===== src/rtl/xbar_input_arbiter.sv =====
// Round-robin input arbiter for a blocking crossbar.
// Issues the control word, then gates the granted source for a burst.
module xbar_input_arbiter #(
  parameter int BIT_WIDTH         = 32,
  parameter int N_INPUTS          = 2,
  parameter int N_OUTPUTS         = 2,
  parameter int CONTROL_BIT_WIDTH = 42,
  parameter int MAX_BURST         = 4
) (
  input  logic                            clk,
  input  logic                            reset,
  input  logic [N_INPUTS*BIT_WIDTH-1:0]   src_msg,
  input  logic [N_INPUTS-1:0]             src_val,
  output logic [N_INPUTS-1:0]             src_rdy,
  output logic [N_INPUTS*BIT_WIDTH-1:0]   xbar_msg,
  output logic [N_INPUTS-1:0]             xbar_val,
  input  logic [N_INPUTS-1:0]             xbar_rdy,
  output logic [CONTROL_BIT_WIDTH-1:0]    control,
  output logic                            control_val,
  input  logic                            control_rdy
);

  localparam int IW = $clog2(N_INPUTS);
  localparam int DW = $clog2(N_OUTPUTS);
  localparam int BW = $clog2(MAX_BURST + 1);

  localparam logic [0:0] IDLE = 1'b0;
  localparam logic [0:0] XFER = 1'b1;

  logic [0:0]    state;
  logic [IW-1:0] prio_ptr;
  logic [IW-1:0] grant_in;
  logic [DW-1:0] grant_out;
  logic [BW-1:0] burst_cnt;

  logic [DW-1:0] dest [N_INPUTS];
  logic [IW-1:0] winner;
  logic [IW-1:0] idx;
  logic [IW-1:0] next_ptr;
  logic          found;
  logic          g_val;
  logic          g_rdy;
  logic          match;
  logic          fire;
  logic          last;
  logic          rel;

  // Modular increment without assuming N_INPUTS is a power of two
  function automatic logic [IW-1:0] wrap_add(
    input logic [IW-1:0] a,
    input int            k
  );
    int s;
    s = int'(a) + k;
    if (s >= N_INPUTS) s = s - N_INPUTS;
    return IW'(s);
  endfunction

  assign xbar_msg = src_msg;

  always_comb begin
    for (int i = 0; i < N_INPUTS; i++) begin
      dest[i] = src_msg[i*BIT_WIDTH+BIT_WIDTH-1 -: DW];
    end
  end

  always_comb begin
    found  = 1'b0;
    winner = '0;
    idx    = '0;
    for (int k = 0; k < N_INPUTS; k++) begin
      idx = wrap_add(prio_ptr, k);
      if (!found && src_val[idx]) begin
        found  = 1'b1;
        winner = idx;
      end
    end
  end

  assign next_ptr = wrap_add(grant_in, 1);
  assign g_val    = src_val[grant_in];
  assign g_rdy    = xbar_rdy[grant_in];
  assign match    = dest[grant_in] == grant_out;
  assign fire     = (state == XFER) && g_val && g_rdy && match;
  assign last     = burst_cnt == BW'(MAX_BURST - 1);
  assign rel      = (fire && last) || !g_val || !match;

  // Outputs are held quiet while reset is asserted
  always_comb begin
    src_rdy     = '0;
    xbar_val    = '0;
    control_val = 1'b0;
    control     = '0;
    if (reset) begin
      if (state == IDLE) begin
        control_val = found;
        if (found) begin
          control[CONTROL_BIT_WIDTH-1 -: IW]    = winner;
          control[CONTROL_BIT_WIDTH-1-IW -: DW] = dest[winner];
        end
      end else begin
        xbar_val[grant_in] = g_val && match;
        src_rdy[grant_in]  = g_rdy && match;
      end
    end
  end

  always_ff @(posedge clk) begin
    if (!reset) begin
      state     <= IDLE;
      prio_ptr  <= '0;
      grant_in  <= '0;
      grant_out <= '0;
      burst_cnt <= '0;
    end else begin
      case (state)
        IDLE: begin
          if (found && control_rdy) begin
            grant_in  <= winner;
            grant_out <= dest[winner];
            burst_cnt <= '0;
            state     <= XFER;
          end
        end
        XFER: begin
          if (fire) burst_cnt <= burst_cnt + 1'b1;
          if (rel) begin
            prio_ptr <= next_ptr;
            state    <= IDLE;
          end
        end
        default: state <= IDLE;
      endcase
    end
  end

endmodule


===== config.mk =====
export PLATFORM = sky130hd
export DESIGN_NAME = xbar_input_arbiter
export DESIGN_NICKNAME = d
export VERILOG_FILES = /design/src/rtl/xbar_input_arbiter.sv
export SDC_FILE = /design/constraint.sdc
export NUM_CORES = 1
export LEC_CHECK = 0
export BUFFER_PORTS_ARGS = -buffer_cell sky130_fd_sc_hd__buf_2
export CORE_MARGIN = 1.5
export CORE_UTILIZATION = 28
export DETAILED_ROUTE_END_ITERATION = 6
export MAX_ROUTING_LAYER = met4
export PLACE_DENSITY_LB_ADDON = 0.12
export REMOVE_ABC_BUFFERS = 1
export SLEW_MARGIN = 40
export SYNTH_ARGS = -nofsm -noshare
export SYNTH_HDL_FRONTEND = slang
export SYNTH_SLANG_ARGS = --single-unit

===== constraint.sdc =====
create_clock -name clk -period 1.6 [get_ports clk]
set_clock_uncertainty 0.15 [all_clocks]
set_input_delay 0.16 -clock clk [delete_from_list [all_inputs] [get_ports clk]]
set_output_delay 0.16 -clock clk [all_outputs]
set_load 0.005 [all_outputs]

==> results.py <==
metrics = {
    "outcome": {
        "status": "finished with violations",
        "violations": "DRC, setup timing",
    },
    "power": {
        "finalPower_uw": 625,
        "cellLeakagePower_nw": 0.501,
        "power_density_mw_per_mm2": 621,
        "peakVddDrop_v": 0.000179,
    },
    "cts": {
        "insertion_delay_ns": 0.23,
        "cts_made_buffers": 3,
        "clk_pin_slew_worst_paths_ns": 0.05,
        "cts.sinks": 7,
        "clk_path_buf_depth": 2,
        "ctsHoldBuffers": 0,
        "htreeDepth": 1,
        "cts-root-buf": "clkbuf_8",
        "cts_tree": "done",
    },
    "drt": {
        "drt_iter0_markers": 48,
        "routed_wl_microns": 7120,
        "ant_nets": 0,
        "vias_per_cell": 4.40,
        "routedWlPerCell_microns": 37.5,
        "first_pass_iters": 7,
        "remaining_drc_errors": 13,
        "vias": 836,
    },
    "global_routing": {
        "grt_max_degree": 10,
        "grt_pass1_wl_microns": 8890,
        "antenna_found_initial": 0,
        "grt_pass1_vias": 815,
        "grt_use_total": 0.284,
        "overflow": 0,
    },
    "sta": {
        "hold_violations": 0,
        "period_minus_slack_ns": 1.73,
        "fin_crit_sh": 1.08,
        "setup_viol": 6,
        "fmax_ghz": 0.578,
        "max_slew_margin": 0.599,
        "worst_slew_pin_slew_ns": 0.595,
        "rsz0062_at_grt": "yes",
        "setup_slack_ns": -0.129,
        "slew_violations": 0,
        "setup-tns-final_ns": -0.412,
    },
    "floorplan": {
        "io_pins": 182,
        "dieHeight_microns": 71.7,
        "fp.dieW_microns": 71.7,
        "initial_core_util": 0.297,
        "die_area_sq_mm": 0.00514,
        "rows": 24,
        "core_sq_mm": 0.00444,
    },
    "placement": {
        "place.gp.congestion": 0.826,
        "portBuffers": 17,
        "placed_cells": 184,
        "hpwl_microns": 6820,
        "place_ws_ns": -0.0326,
    },
    "synthesis": {
        "yosys-top-cells-area": "buf_4, dfxtp_1, mux4_2",
        "yosys_warnings": 0,
        "netlist_area_sq_mm": 0.00132,
        "yosysTopAreaCell": "buf_4",
        "seq_area_frac_synth": 0.106,
        "ys_ff_latch": 7,
        "synth.distinct_cells": 27,
        "yosysTopAreaCellShare": 0.591,
        "synth_area_per_cell_sq_um": 7.76,
        "syn_inst": 170,
    },
    "finish": {
        "fin_nets": 212,
        "fillerInstances": 516,
        "syn2layout_area_growth_pct": -23.7,
        "diodes": 0,
        "stdcell_count": 190,
        "layout-drive-gt1-share": 0.341,
        "post-route-util": 0.227,
    },
    "worst_setup_path": {
        "critical_path_class": "reg -> out",
        "start_kind": "register",
        "required_ns": 1.29,
        "end_kind": "output port",
        "crit_fanout": 3,
        "crit_arrival_ns": 1.42,
    },
    "worst_hold_path": {
        "worstHoldPathType": "in -> reg",
    },
    "job": {
        "drv_cap": 0,
    },
}
==> worst max-delay path, cell delays in order (launching register included) <==
cell and delay [ns]:
dfxtp_2 0.33, mux4_2 0.55, nor3_2 0.17, buf_2 0.13
==> flip-flops by register name (all words and copies together), names as in the netlist <==
name       count
grant_out      1
grant_in       1
state          1
burst_cnt      3
prio_ptr       1
==> what timing repair did <==
action                                  CTS  global route
pin swaps                                 2             2
resized for setup                         6             3
cloned                                    0             0
buffers inserted                          1             1
endpoints found under the setup margin    4             9
==> through the flow <==
stage	area (sq um)	hold WS, ns
detailed placement	917	0.170
CTS	993	0.0306
global route	1010	0.0795
finish	1010	0.0404
global placement	917	0.170
floorplan	677	0.119
==> power breakdown <==
group	leakage [nW]	internal [mW]	switching, mW	total (mW)
clock network	0.0228	0.173	0.0870	0.260
logic	0.421	0.0763	0.0972	0.174
registers	0.0578	0.184	0.00717	0.191
total	0.501	0.434	0.191	0.625
==> cell families (layout without fill, tap and decap cells) <==
group,Yosys count,in the layout,share of synthesized area
other,1,40,0.00284
DFF,7,7,0.106
adders and majority gates,2,2,0.0190
buffers and inverters,108,37,0.604
AOI/OAI and AO/OA,11,11,0.0597
muxes,7,7,0.0739
and+or+nand+nor,34,34,0.135
==> worst paths after layout <==
kind / startpoint / end / slack, ns / cells after the start
max: grant_out$_SDFFE_PN0P_ / src_rdy[0] / -0.13 / 3
min: reset / state$_SDFF_PN0_ / 0.04 / 3
max reg2reg: grant_out$_SDFFE_PN0P_ / burst_cnt[2]$_SDFFE_PN0P_ / -0.03 / 4
min reg2reg: burst_cnt[1]$_SDFFE_PN0P_ / burst_cnt[1]$_SDFFE_PN0P_ / 0.32 / 2
==> routing by layer <==
layer  share of wire  global-route usage  wire, microns  up-vias
met5               0                   -              0        -
met4           0.022              0.0797            160        0
met3            0.25               0.354           1750       13
met2            0.58               0.556           4130      147
met1            0.15              0.0997           1080      337
li1                -                   -              -      339
==> Yosys cell counts <==
library cell and count:
buf_2 1, nand2_1 8, inv_1 2, mux4_2 2, mux2i_1 3, dfxtp_1 7, a22oi_1 1, mux2_2 2
nor2_1 6, conb_1 1, nor2_2 1, and3_1 1, nand2b_4 1, clkbuf_1 1, o41ai_2 1, ha_1 2
nor2b_1 4, nor3_1 2, nand4_1 1, o21ai_0 3, buf_4 104, nand3_1 4, a21oi_1 3, a21boi_0 1
a22o_1 1, nand2b_1 6, o2111ai_1 1
==> final cells by class <==
type	instances	area, sq um	share of cell area
Clock buffer	4	45.0	0.0447
Inverter	2	7.51	0.00745
Multi-Input combinational cell	94	557	0.553
Sequential cell	7	143	0.142
Tap cell	52	65.1	0.0646
Timing Repair Buffer	31	190	0.189
==> placed cells by master, fill, tap and decap left out, types with 3 or more instances in the layout <==
cell / count
conb_1: 40
nand2b_1: 6
dfxtp_1: 5
a21oi_1: 3
buf_2: 17
nand3_1: 4
nor2_1: 5
clkbuf_8: 3
nor2b_1: 4
o21ai_0: 3
nand2_1: 8
mux2i_1: 3
buf_4: 14
Power figures use the tool's default switching activity.
